File: config.mk
export PLATFORM = sky130hd
export DESIGN_NAME = avalon_st_sink_fifo_flat
export DESIGN_NICKNAME = d
export VERILOG_FILES = /design/src/rtl/avalon_st_sink_fifo_pkg.sv /design/src/rtl/avalon_st_sink_fifo_if.sv /design/src/rtl/avalon_st_fifo_mem.sv /design/src/rtl/avalon_st_sink_fifo.sv /design/src/flat_wrapper.sv
export SDC_FILE = /design/constraint.sdc
export NUM_CORES = 1
export LEC_CHECK = 0
export ABC_CLOCK_PERIOD_IN_PS = 6250
export CORE_AREA = 2 2 83 105
export DETAILED_ROUTE_END_ITERATION = 16
export DIE_AREA = 0 0 85 107
export PLACE_DENSITY = 0.81
export SLEW_MARGIN = 20
export SYNTH_ARGS = -nofsm -noshare
export SYNTH_HDL_FRONTEND = slang
export SYNTH_HIERARCHICAL = 1
export SYNTH_SLANG_ARGS = --single-unit
File: constraint.sdc
create_clock -name clk -period 6.25 [get_ports clk]
set_input_delay 1.5625 -clock clk [delete_from_list [all_inputs] [get_ports clk]]
set_output_delay 1.5625 -clock clk [all_outputs]
set_load 0.02 [all_outputs]
File: src/rtl/avalon_st_sink_fifo_pkg.sv
// rtl/avalon_st_sink_fifo_pkg.sv - shared framing FSM encodings and helpers
package avalon_st_sink_fifo_pkg;

  typedef enum logic {
    ST_SEEK  = 1'b0,
    ST_FRAME = 1'b1
  } frame_state_e;

  function automatic logic [15:0] sat_inc16(input logic [15:0] v);
    return (v == 16'hFFFF) ? v : v + 16'd1;
  endfunction

endpackage

File: src/rtl/avalon_st_sink_fifo_if.sv
// rtl/avalon_st_sink_fifo_if.sv - sink-side and IP-side beat streams of the sink FIFO
interface avalon_st_sink_fifo_if #(
  parameter int DATA_WIDTH = 16
);
  logic                  snk_valid;
  logic                  snk_ready;
  logic [DATA_WIDTH-1:0] snk_data;
  logic                  snk_sop;
  logic                  snk_eop;
  logic                  out_valid;
  logic                  out_ready;
  logic [DATA_WIDTH-1:0] out_data;
  logic                  out_sop;
  logic                  out_eop;

  modport slave (
    input  snk_valid, snk_data, snk_sop, snk_eop, out_ready,
    output snk_ready, out_valid, out_data, out_sop, out_eop
  );

  modport master (
    output snk_valid, snk_data, snk_sop, snk_eop, out_ready,
    input  snk_ready, out_valid, out_data, out_sop, out_eop
  );
endinterface

File: src/rtl/avalon_st_fifo_mem.sv
// rtl/avalon_st_fifo_mem.sv - DEPTH-entry register FIFO with wrapping pointers and explicit level
module avalon_st_fifo_mem #(
  parameter int DW    = 18,
  parameter int DEPTH = 4,
  parameter int LVL_W = $clog2(DEPTH) + 1
) (
  input  logic             clk,
  input  logic             reset,
  input  logic             i_wr_en,
  input  logic [DW-1:0]    i_wr_data,
  input  logic             i_rd_en,
  output logic [DW-1:0]    o_rd_data,
  output logic [LVL_W-1:0] o_level
);
  localparam int PTR_W = $clog2(DEPTH);

  logic [DW-1:0]    r_mem [DEPTH];
  logic [PTR_W-1:0] r_wr_ptr;
  logic [PTR_W-1:0] r_rd_ptr;
  logic [LVL_W-1:0] r_level;

  // Pointers are exactly log2(DEPTH) wide so they wrap for free; level disambiguates full/empty.
  always_ff @(posedge clk or negedge reset) begin
    if (!reset) begin
      for (int i = 0; i < DEPTH; i++) r_mem[i] <= '0;
      r_wr_ptr <= '0;
      r_rd_ptr <= '0;
      r_level  <= '0;
    end else begin
      if (i_wr_en) begin
        r_mem[r_wr_ptr] <= i_wr_data;
        r_wr_ptr        <= r_wr_ptr + PTR_W'(1);
      end
      if (i_rd_en) begin
        r_rd_ptr <= r_rd_ptr + PTR_W'(1);
      end
      case ({i_wr_en, i_rd_en})
        2'b10:   r_level <= r_level + LVL_W'(1);
        2'b01:   r_level <= r_level - LVL_W'(1);
        default: r_level <= r_level;
      endcase
    end
  end

  assign o_rd_data = r_mem[r_rd_ptr];
  assign o_level   = r_level;
endmodule

File: src/rtl/avalon_st_sink_fifo.sv
// rtl/avalon_st_sink_fifo.sv - Avalon-ST sink front end: buffering, backpressure, frame checking
module avalon_st_sink_fifo
  import avalon_st_sink_fifo_pkg::*;
#(
  parameter int DATA_WIDTH  = 16,
  parameter int DEPTH       = 4,
  parameter int FRAME_BEATS = 0,
  parameter int CNT_WIDTH   = 20
) (
  input  logic                     clk,
  input  logic                     reset,
  avalon_st_sink_fifo_if.slave     bus,
  output logic [$clog2(DEPTH):0]   level,
  output logic                     frame_err,
  output logic [15:0]              err_count
);
  localparam int LVL_W = $clog2(DEPTH) + 1;
  localparam int DW    = DATA_WIDTH + 2;
  localparam logic [LVL_W-1:0]   FULL_LVL  = LVL_W'(DEPTH);
  localparam logic [CNT_WIDTH:0] FB_TARGET = (CNT_WIDTH + 1)'(FRAME_BEATS);
  localparam logic               LEN_CHK   = (FRAME_BEATS != 0);
  localparam logic               ONE_BAD   = (FRAME_BEATS != 0) && (FRAME_BEATS != 1);

  frame_state_e         r_state;
  frame_state_e         w_state_nxt;
  logic [CNT_WIDTH-1:0] r_cnt;
  logic [CNT_WIDTH-1:0] w_cnt_nxt;
  logic [CNT_WIDTH:0]   w_cnt_plus;
  logic                 r_snk_ready;
  logic                 r_frame_err;
  logic [15:0]          r_err_count;
  logic                 w_accept;
  logic                 w_pop;
  logic                 w_write;
  logic                 w_err;
  logic [LVL_W-1:0]     w_level;
  logic [LVL_W-1:0]     w_level_nxt;
  logic [DW-1:0]        w_rd_data;

  assign w_accept   = bus.snk_valid & r_snk_ready;
  assign w_pop      = bus.out_valid & bus.out_ready;
  assign w_cnt_plus = {1'b0, r_cnt} + (CNT_WIDTH + 1)'(1);

  avalon_st_fifo_mem #(
    .DW    (DW),
    .DEPTH (DEPTH),
    .LVL_W (LVL_W)
  ) u_mem (
    .clk       (clk),
    .reset     (reset),
    .i_wr_en   (w_write),
    .i_wr_data ({bus.snk_sop, bus.snk_eop, bus.snk_data}),
    .i_rd_en   (w_pop),
    .o_rd_data (w_rd_data),
    .o_level   (w_level)
  );

  // Ready is registered off the next level so it is low throughout reset and never sees out_ready.
  assign w_level_nxt = w_level + LVL_W'(w_write) - LVL_W'(w_pop);

  always_ff @(posedge clk or negedge reset) begin
    if (!reset) begin
      r_snk_ready <= 1'b0;
      r_frame_err <= 1'b0;
      r_err_count <= '0;
    end else begin
      r_snk_ready <= (w_level_nxt != FULL_LVL);
      r_frame_err <= w_err;
      if (w_err) r_err_count <= sat_inc16(r_err_count);
    end
  end

  always_ff @(posedge clk or negedge reset) begin
    if (!reset) begin
      r_state <= ST_SEEK;
      r_cnt   <= '0;
    end else begin
      r_state <= w_state_nxt;
      r_cnt   <= w_cnt_nxt;
    end
  end

  always_comb begin
    w_state_nxt = r_state;
    if (w_accept) begin
      case (r_state)
        ST_SEEK:  if (bus.snk_sop && !bus.snk_eop) w_state_nxt = ST_FRAME;
        ST_FRAME: if (bus.snk_eop)                 w_state_nxt = ST_SEEK;
        default:                                   w_state_nxt = ST_SEEK;
      endcase
    end
  end

  // Beats outside a frame without SOP are consumed but never written.
  always_comb begin
    w_write   = 1'b0;
    w_err     = 1'b0;
    w_cnt_nxt = r_cnt;
    if (w_accept) begin
      case (r_state)
        ST_SEEK: begin
          if (bus.snk_sop) begin
            w_write = 1'b1;
            if (bus.snk_eop) w_err     = ONE_BAD;
            else             w_cnt_nxt = CNT_WIDTH'(1);
          end
        end
        ST_FRAME: begin
          w_write = 1'b1;
          if (bus.snk_sop) begin
            w_err     = 1'b1;
            w_cnt_nxt = CNT_WIDTH'(1);
          end else if (bus.snk_eop) begin
            w_err = LEN_CHK && (w_cnt_plus != FB_TARGET);
          end else if (r_cnt != '1) begin
            w_cnt_nxt = w_cnt_plus[CNT_WIDTH-1:0];
          end
        end
        default: w_write = 1'b0;
      endcase
    end
  end

  assign bus.snk_ready = r_snk_ready;
  assign bus.out_valid = (w_level != '0);
  assign bus.out_sop   = w_rd_data[DW-1];
  assign bus.out_eop   = w_rd_data[DW-2];
  assign bus.out_data  = w_rd_data[DATA_WIDTH-1:0];
  assign level         = w_level;
  assign frame_err     = r_frame_err;
  assign err_count     = r_err_count;
endmodule

File: src/flat_wrapper.sv
// flat-port wrapper written by rule: the top's interface ports become plain ports
module avalon_st_sink_fifo_flat import avalon_st_sink_fifo_pkg::*;
#(
  parameter int DATA_WIDTH  = 16,
  parameter int DEPTH       = 4,
  parameter int FRAME_BEATS = 0,
  parameter int CNT_WIDTH   = 20
)
  (clk, reset, level, frame_err, err_count, bus_snk_valid, bus_snk_data, bus_snk_sop, bus_snk_eop, bus_out_ready, bus_snk_ready, bus_out_valid, bus_out_data, bus_out_sop, bus_out_eop);
  avalon_st_sink_fifo_if #(.DATA_WIDTH(DATA_WIDTH)) bus_i ();
  input  logic clk;
  input  logic reset;
  output logic [$clog2(DEPTH):0] level;
  output logic frame_err;
  output logic [15:0] err_count;
  input wire logic [$bits(bus_i.snk_valid)-1:0] bus_snk_valid;
  input wire logic [$bits(bus_i.snk_data)-1:0] bus_snk_data;
  input wire logic [$bits(bus_i.snk_sop)-1:0] bus_snk_sop;
  input wire logic [$bits(bus_i.snk_eop)-1:0] bus_snk_eop;
  input wire logic [$bits(bus_i.out_ready)-1:0] bus_out_ready;
  output wire logic [$bits(bus_i.snk_ready)-1:0] bus_snk_ready;
  output wire logic [$bits(bus_i.out_valid)-1:0] bus_out_valid;
  output wire logic [$bits(bus_i.out_data)-1:0] bus_out_data;
  output wire logic [$bits(bus_i.out_sop)-1:0] bus_out_sop;
  output wire logic [$bits(bus_i.out_eop)-1:0] bus_out_eop;
  assign bus_i.snk_valid = bus_snk_valid;
  assign bus_i.snk_data = bus_snk_data;
  assign bus_i.snk_sop = bus_snk_sop;
  assign bus_i.snk_eop = bus_snk_eop;
  assign bus_i.out_ready = bus_out_ready;
  assign bus_snk_ready = bus_i.snk_ready;
  assign bus_out_valid = bus_i.out_valid;
  assign bus_out_data = bus_i.out_data;
  assign bus_out_sop = bus_i.out_sop;
  assign bus_out_eop = bus_i.out_eop;
  avalon_st_sink_fifo #(.DATA_WIDTH(DATA_WIDTH), .DEPTH(DEPTH), .FRAME_BEATS(FRAME_BEATS), .CNT_WIDTH(CNT_WIDTH)) u_core (.clk(clk), .reset(reset), .bus(bus_i), .level(level), .frame_err(frame_err), .err_count(err_count));
endmodule
Word level (Yosys, flattened, before mapping)
Index checks and enable logic that the tools add are counted.
{"block": "op_classes", "n_addsub": 7, "mul": 0, "div_mod_pow": 0, "magnitude_cmp": 3, "n_eq_ne": 4, "shifts": 0, "muxes": 15, "bitwise": 6, "reduce_logical": 6}
{"operator": "$bwmux 72", "n": 1}
{"operator": "$mux 18", "n": 3}
{"operator": "$bmux 18 s2", "n": 1}
{"operator": "$demux 18 s2", "n": 1}
{"operator": "$add 16x1->16 const B", "n": 1}
{"operator": "$eq 16x16->1 const B", "n": 1}
{"operator": "$ge 3x3->1 const B", "n": 2}
{"operator": "$not 2->3", "n": 2}
{"operator": "$pmux 1 s2", "n": 3}
{"operator": "$pmux 3 s2", "n": 1}
{"operator": "$mux 1", "n": 5}
{"operator": "$add 2x1->2 const B", "n": 2}
{"operator": "$add 3x1->3", "n": 1}
{"operator": "$add 3x1->3 const B", "n": 1}
{"operator": "$lt 3x1->1 const B", "n": 1}
{"operator": "$ne 3x3->1 const B", "n": 1}
{"operator": "$reduce_bool 3->1", "n": 1}
{"operator": "$sub 3x1->3", "n": 1}
{"operator": "$sub 3x1->3 const B", "n": 1}
{"operator": "$and 1x1->1", "n": 2}
{"operator": "$eq 2x1->1 const B", "n": 1}
{"operator": "$eq 2x2->1 const B", "n": 1}
{"operator": "$logic_and 1x1->1", "n": 2}
{"operator": "$not 1->1", "n": 2}
{"operator": "3 further kinds", "n": 3}
{"block": "word_totals", "register_bits": 98, "latchBits": 0, "ramBits": 0, "romBits": 0, "output_inout_bits": 40, "memories": 0}

Logic depth before layout (Yosys ltp)
Gate-level depths: netlist of the first run.
{"block": "depth", "ltp_word": 6, "mapped_depth": 9, "depth_no_buf": 9}

Cells and area by module
Netlist of the first run, hierarchy kept.
{"mod": "avalon_st_fifo_mem", "n_inst": 1, "cells_each": 202, "area_per_inst_um2": 3716.1, "seq_area_each_um2": 1976.9}
{"mod": "avalon_st_sink_fifo", "n_inst": 1, "cells_each": 93, "area_per_inst_um2": 1049.8, "seq_area_each_um2": 475.5}

Least setup slack after synthesis of the first run
Ideal clock, no wire load.
{"block": "synth_timing", "path_kind": "input to register", "startpoint": "in bus_out_ready", "endpoint": "reg u_core.r_snk_ready (netlist: u_core/bus.snk_ready)", "setup_time_ps": 131, "arrival_time_ps": 3131, "slack_ps": 2988, "cell_stages": 8, "n_path_buf": 0, "cell_sequence": "and2_1 > ha_1 > inv_1 > ha_1 > fa_1 > xnor2_1 > xnor2_1 > or3_1"}
{"block": "synth_between", "elab_chain_len": 3}
{"item": "start, declared", "line_no": "flat_wrapper.sv:20", "rtl": "input wire logic [$bits(bus_i.out_ready)-1:0] bus_out_ready;"}
{"item": "$and 1x1->1", "line_no": "avalon_st_sink_fifo.sv:41", "rtl": "assign w_pop = bus.out_valid & bus.out_ready;"}
{"item": "$sub 3x1->3", "line_no": "avalon_st_sink_fifo.sv:59", "rtl": "assign w_level_nxt = w_level + LVL_W'(w_write) - LVL_W'(w_pop);"}
{"item": "$ne 3x3->1", "line_no": "avalon_st_sink_fifo.sv:67", "rtl": "r_snk_ready <= (w_level_nxt != FULL_LVL);"}
{"item": "end signal, assigned", "line_no": "avalon_st_sink_fifo.sv:67"}
{"item": "end, declared", "line_no": "avalon_st_sink_fifo.sv:29", "rtl": "logic r_snk_ready;"}
No other way between the ends.
A chain may end at the register's enable or synchronous reset.

Worst setup path after layout of the first run
{"block": "layout_timing", "startpoint": "reg u_core.u_mem.r_rd_ptr[0]", "endpoint": "out bus_out_eop"}
{"block": "layout_between", "elab_chain_len": 4}
{"item": "start, declared", "line_no": "avalon_st_fifo_mem.sv:19", "rtl": "logic [PTR_W-1:0] r_rd_ptr;"}
{"item": "start signal, assigned", "line_no": "avalon_st_fifo_mem.sv:35", "rtl": "r_rd_ptr <= r_rd_ptr + PTR_W'(1);"}
{"item": "$not 2->3 (implied by the code)", "line_no": "avalon_st_fifo_mem.sv:45", "rtl": "assign o_rd_data = r_mem[r_rd_ptr];"}
{"item": "$bmux 18 s2", "line_no": "avalon_st_fifo_mem.sv:45"}
{"item": "$mux 18 (implied by the code) (2 in series)", "line_no": "avalon_st_fifo_mem.sv:45"}
{"item": "end, declared", "line_no": "flat_wrapper.sv:25", "rtl": "output wire logic [$bits(bus_i.out_eop)-1:0] bus_out_eop;"}
No other way between the ends. The select of a mux whose other input is x is not followed.

==> reports/qor.yml, run 1 <==
core_um2: 8100
slowest_delay_ns: 0.57
startpoint: "u_core/u_mem/r_rd_ptr[0]$_DFFE_PN0P_"
drtIter0Drc: 112
instances_no_fill: 462
status: "finished clean"
fin_tns_setup_ns: 0
gp_congestion: 0.758
cap_violations: 0
min_period_ns: 3.96
max_freq_mhz: 253
ir_drop_v: 0.000314
io_buffer_count: 61
ys_types: 40
p_leak_uw: 0.00253
avgRoutedWirePerCell_um: 18.7
first_pass_iters: 4
grt_pass1_wl_um: 14400
synth.top_cell.area_share_pct: 51.5
finalSetupViolCount: 0
startpoint_type: "flip-flop"
grt_start_max_net_pins: 65
hpwl_um: 5770
holdCritStartpoint: "u_core/u_mem/r_mem[23]$_DFFE_PN0P_"
n_antenna_cell: 0
die_h_um: 107
numCtsBuffers: 9
synth_area_leaders: "dfrtp_1 (51%), mux2_4 (13%), mux4_2 (8.5%)"
path_buf_inv: 2
cts-resized-gates: 0
groute.usage.overall_pct: 20.3
dp.cells: 446
ios: 62
critical-path-slowest-cell: "mux4_2"
start_util_pct: 58.8
finalWirelength_um: 8630
synthesis.nets: 327
clock-skew-final_ns: 0.00908
r2r-start: "u_core/u_mem/o_level[1]$_DFFE_PN0P_"
cp-end-kind: "output port"
maxSlewViolCount: 0
yosysWarnings: 6
htreeDepth: 3
worstSetupPathDepth: 3
clock-root-buffer: "clkbuf_8"
clkSinkCount: 98
cts_setup_buffers: 0
yosysTopAreaCell: "dfrtp_1"
tightest_slew_ns: 0.965
hold_viol: 0
r2r_cells: 9
antenna_found_initial: 0
final_nets: 392
cts_tree: "done"
holdCritPathClass: "flip-flop to flip-flop"
synth-seq-cells: 98
powerDensity_nw_per_um2: 521
clk_pin_slew_ns: 0.09
overflow: 0
viasPerCell: 5.80
worstPathArrival_ns: 2.39
relSlewSlack_pct: 35.6
die_w_um: 85
holdWs_ns: 0.505
rows: 37
area_delta_synth_final_pct: 17.4
cts_buffer_depth: 2
drc: 0
crit_family: "buffers and inverters"
min_period_over_period_pct: 63.3
holdPathStages: 1
syn_inst: 295
drive_gt1_share_pct: 33.7
syn_avg_cell_area_um2: 16.2
crit_fanout: 15
hold_buffers: 0
vias: 2678
synth-seq-area-share_pct: 51.5
synth_area_um2: 4770
path_cells: "buf_4 > mux4_2 > clkdlybuf4s50_1"
clk_latency_ns: 0.36
grt_pass1_vias: 2834
required_ns: 4.69
ant_nets: 0
critical_path_class: "flip-flop to output port"
die_area_um2: 9100
rsz0062_at_grt: "false"
per-layer routing:
metal  part of all wire (%)  GRT usage (%)  vias to the layer above
met5                      0              0                        -
met4                    1.7           7.71                        0
met3                    4.0           4.00                       11
met2                     50           31.6                       59
met1                     44           28.4                     1398
li1                       -              -                     1210
kinds of logic (layout without fill, tap and decap cells):
kind of cell,Yosys count,count (layout),share of synthesized area [%]
flip-flops,98,98,51.5
multiplexers,93,93,29.4
AND/OR/NAND/NOR,46,46,8.06
XOR/XNOR,20,20,3.68
buffers and inverters,19,89,3.28
adder cells (fa/ha/maj),10,10,2.94
AO/OA/AOI/OAI,9,9,1.15
state kept, by name, indices dropped and copies added, names as in the netlist:
register and count:
u_core/u_mem/r_rd_ptr 2, u_core/u_mem/o_level 3, u_core/u_mem/r_mem 72, u_core/r_state 1
u_core/bus.snk_ready 1, u_core/frame_err 1, u_core/err_count 16, u_core/u_mem/r_wr_ptr 2
report_power, final:
group	switching, uW	internal [uW]
sequential	217	913
clock	212	207
combinational	543	825
area by class of cell:
| type | instances | area, um^2 |
|---|---|---|
| sequential | 98 | 2450 |
| tap | 97 | 121 |
| inverter | 10 | 37.5 |
| timing repair buffer | 63 | 623 |
| clock inverter | 4 | 48.8 |
| clock buffer | 12 | 155 |
| multi-input combinational | 178 | 2160 |
| fill | 568 | 2510 |
per-stage QoR:
step,power (uW),util (%),instance area [um^2],setup WS (ns)
2_1_floorplan,2070,-,4770,2.99
3_3_place_gp,2470,66.5,5390,2.15
3_5_place_dp,2520,66.5,5390,2.13
4_1_cts,2940,69.1,5600,2.23
5_1_grt,3080,69.1,5600,2.16
6_report,2920,69.1,5600,2.29
Yosys cell counts:
master    instances
o211ai_1          2
nor3_1            3
buf_12            4
nor2_2            1
xnor2_1          11
and2_1            2
a31oi_1           2
nor4_1            2
mux2i_1           1
mux2_4           41
and3_2            1
nor4_4            1
o21ai_0           1
a21oi_1           3
mux4_2           18
and4_1            2
nand4_2           1
nand4_4           2
nand3_1          10
nor2_1            1
buf_2             1
ha_1              8
and3_1            1
nand2_8           4
mux2_2           33
dfrtp_1          98
inv_1            10
nand4_1           2
and4_2            1
or3_1             2
nor3b_1           1
o21a_1            1
nand4b_1          1
fa_1              2
nor3_2            1
nor4_2            1
nand2_1           6
xor2_1            9
buf_6             1
buf_4             3
placed cells by master (no fill, tap or decap), drive strengths merged, types with 3 or more instances in the layout:
cell           Yosys  routed
inv               10      11
and4               3       3
mux4              18      18
buf                9       3
dfrtp             98      98
xor2               9       9
mux2              74      74
clkbuf             0      12
nor4               4       4
nand2             10      10
nand4              5       5
clkdlybuf4s50      0      60
nor3               4       4
nand3             10      10
a21oi              3       3
ha                 8       8
xnor2             11      11
path summary, 6_finish.rpt:
check / end / slack (ns)
max in group asynchronous: u_core/bus.snk_ready$_DFF_PN0_ / 3.98
min in group asynchronous: u_core/u_mem/r_mem[65]$_DFFE_PN0P_ / 1.14
max: bus_out_eop / 2.29
min: u_core/u_mem/r_mem[23]$_DFFE_PN0P_ / 0.50
max reg2reg: u_core/bus.snk_ready$_DFF_PN0_ / 3.58
min reg2reg: u_core/u_mem/r_mem[23]$_DFFE_PN0P_ / 0.50
No activity file was read; power rests on OpenSTA's default activity.
==> inputs of run 2 (changes only) <==
--- a/config.mk
+++ b/config.mk
@@ -5,11 +5,11 @@
 export SDC_FILE = /design/constraint.sdc
 export NUM_CORES = 1
 export LEC_CHECK = 0
-export ABC_CLOCK_PERIOD_IN_PS = 6250
-export CORE_AREA = 2 2 83 105
+export ABC_CLOCK_PERIOD_IN_PS = 3800
+export CORE_AREA = 2 2 87 110
 export DETAILED_ROUTE_END_ITERATION = 16
-export DIE_AREA = 0 0 85 107
-export PLACE_DENSITY = 0.81
+export DIE_AREA = 0 0 89 112
+export PLACE_DENSITY = 0.75
 export SLEW_MARGIN = 20
 export SYNTH_ARGS = -nofsm -noshare
 export SYNTH_HDL_FRONTEND = slang
==> constraint.sdc (replaced) <==
create_clock -name clk -period 3.8 [get_ports clk]
set_input_delay 0.95 -clock clk [delete_from_list [all_inputs] [get_ports clk]]
set_output_delay 0.95 -clock clk [all_outputs]
set_load 0.02 [all_outputs]
==> run 2 against run 1 <==
Against the previous run: register-to-register slack worse by 2.4 ns; sequential share of layout area is 1.0 points lower; combinational power is 69% higher; first-iteration DRC count is 4.5% higher; critical path depth stayed put; routed wire length is 0.43% lower; core utilization is 5.3 points lower; final cell count is 6.3% higher; hold slack worse by 0.0061 ns; die area is 9.6% higher; clock skew is 0.0027 ns lower; critical endpoint is now bus_out_data[5].
==> reports/qor.yml, run 2 (synthesized netlist as in run 1, its figures left out) <==
status: "finished clean"  # unchanged
io_buffer_count: 61  # unchanged
worstPathArrival_ns: 2.15  # was 2.39 ns
grt_pass1_wl_um: 14300  # was 14,400 um
ant_nets: 0  # unchanged
holdCritPathClass: "flip-flop to flip-flop"  # unchanged
ff_latch_area_um2: 2450  # unchanged
cts_tree: "done"  # unchanged
cap_violations: 0  # unchanged
ios: 62  # unchanged
groute.usage.overall_pct: 18.8  # was 20.3%
first_pass_iters: 4  # unchanged
hold_viol: 0  # unchanged
ir_drop_v: 0.000373  # was 0.000314 V
die_area_um2: 9970  # was 9100 um^2
dp_slack_ns: 0.522  # was 2.13 ns
tightest_slew_ns: 0.552  # was 0.965 ns
final_core_util_pct: 63.8  # was 69.1%
grt_start_max_net_pins: 46  # was 65
die_h_um: 112  # was 107 um
start_util_pct: 53.1  # was 58.8%
powerDensity_nw_per_um2: 862  # was 521 nW/um^2
netSwitchingFraction_pct: 32.2  # was 33.3%
viasPerCell: 5.42  # was 5.80
cts-resized-gates: 0  # unchanged
dp.cells: 476  # was 446
cts_setup_buffers: 0  # unchanged
critical_path_class: "flip-flop to output port"  # unchanged
combPwrFrac_pct: 46.7  # was 46.9%
hpwl_um: 5690  # was 5770 um
max_freq_mhz: 323
grt_pass1_vias: 2822  # was 2,834
n_antenna_cell: 0  # unchanged
rows: 39  # was 37
finalWirelength_um: 8590  # was 8630 um
instances_no_fill: 491  # was 462
startpoint_type: "flip-flop"  # unchanged
layout_common_cells: "dfrtp_1 (98), clkdlybuf4s50_1 (60), mux2_4 (41)"  # unchanged
seqPwrFrac_pct: 36.4  # was 38.7%
final_nets: 396  # was 392
clkSinkCount: 98  # unchanged
gp_congestion: 0.725  # was 0.758
drtIter0Drc: 117  # was 112
multi_input_area_um2: 2160  # unchanged
switchingPower_uw: 1590  # was 972 uW
area_delta_synth_final_pct: 20.2  # was 17.4%
vias: 2660  # was 2,678
clk_latency_ns: 0.33  # was 0.36 ns
final_common_cell: "dfrtp_1"  # unchanged
required_ns: 2.85  # was 4.69 ns
internal_power_uw: 3350  # was 1940 uW
largest_reg_flops: 72  # unchanged
avgRoutedWirePerCell_um: 17.5  # was 18.7 um
top_register: "u_core/u_mem/r_mem"  # unchanged
pwr-share-clk_pct: 16.9  # was 14.4%
die_w_um: 89  # was 85 um
p_leak_uw: 0.00257  # was 0.00253 uW
numCtsBuffers: 9  # unchanged
drc: 0  # unchanged
cts_buffer_depth: 2  # unchanged
clk_pin_slew_ns: 0.06  # was 0.09 ns
crit_fanout: 20  # was 15
finalSetupViolCount: 0  # unchanged
rsz0062_at_grt: "false"  # unchanged
cp-end-kind: "output port"  # unchanged
overflow: 0  # unchanged
htreeDepth: 3  # unchanged
core_um2: 8980  # was 8100 um^2
antenna_found_initial: 0  # unchanged
drive_gt1_share_pct: 34.0  # was 33.7%
fin_tns_setup_ns: 0  # unchanged
relSlewSlack_pct: 63.2  # was 35.6%
maxSlewViolCount: 0  # unchanged
setup_ws_ns: 0.702  # was 2.29 ns
min_period_over_period_pct: 81.5
clock-skew-final_ns: 0.00637  # was 0.00908 ns
clock-root-buffer: "clkbuf_16"  # was clkbuf_8
hold_buffers: 0  # unchanged
min_period_ns: 3.10
n_fill_cell: 714  # was 568
-- run 2: worst max-delay path: stages (launching register included) --
cell             delay (ns)
dfrtp_1                0.32
buf_4                  0.36
mux4_2                 0.58
clkdlybuf4s50_1        0.55
-- run 2: path summary, 6_finish.rpt --
path | startpoint | end | slack, ns | cells past startpoint
max | u_core/u_mem/r_rd_ptr[0]$_DFFE_PN0P_ | bus_out_data[5] | 0.70 | 3
min | u_core/u_mem/r_mem[23]$_DFFE_PN0P_ | u_core/u_mem/r_mem[23]$_DFFE_PN0P_ | 0.50 | 1
min in group asynchronous | reset | u_core/u_mem/r_mem[28]$_DFFE_PN0P_ | 0.60 | 1
min reg2reg | u_core/u_mem/r_mem[23]$_DFFE_PN0P_ | u_core/u_mem/r_mem[23]$_DFFE_PN0P_ | 0.50 | 1
max reg2reg | u_core/u_mem/o_level[1]$_DFFE_PN0P_ | u_core/bus.snk_ready$_DFF_PN0_ | 1.14 | 9
max in group asynchronous | reset | u_core/u_mem/r_mem[24]$_DFFE_PN0P_ | 2.38 | 2
-- run 2: power groups by stage --
stage | combinational, uW | clock [uW] | sequential (uW)
finish | 2310 | 836 | 1800
global route | 2480 | 910 | 1850
CTS | 2350 | 862 | 1800
detailed placement | 2340 | 0 | 1810
global placement | 2300 | 0 | 1780
floorplan | 1640 | 0 | 1770
-- run 2: per-layer routing --
metal / global-route usage (%) / share of wire, % / routed length [um] / vias up
li1: - / - / - / 1213
met1: 25.6 / 44 / 3770 / 1390
met2: 30.1 / 51 / 4390 / 48
met3: 4.15 / 3.7 / 320 / 9
met4: 5.67 / 1.3 / 109 / 0
met5: 0 / 0 / 0 / -
-- run 2: per-stage QoR --
| step | cell area [um^2] | hold WS, ns | power, uW |
|---|---|---|---|
| after floorplan | 4770 | 0.474 | 3410 |
| after global placement | 5450 | 0.482 | 4080 |
| after detailed placement | 5450 | 0.487 | 4140 |
| after CTS | 5730 | 0.502 | 5010 |
| after global routing | 5730 | 0.503 | 5240 |
| final | 5730 | 0.499 | 4940 |
-- run 2: cell type report --
cell class                      instances  share of cell area (%)
Clock buffer                           13                    4.54
Clock inverter                          2                   0.218
Inverter                               10                   0.655
Multi-Input combinational cell        178                    37.7
Sequential cell                        98                    42.8
Tap cell                              123                    2.69
Timing Repair Buffer                   67                    11.4
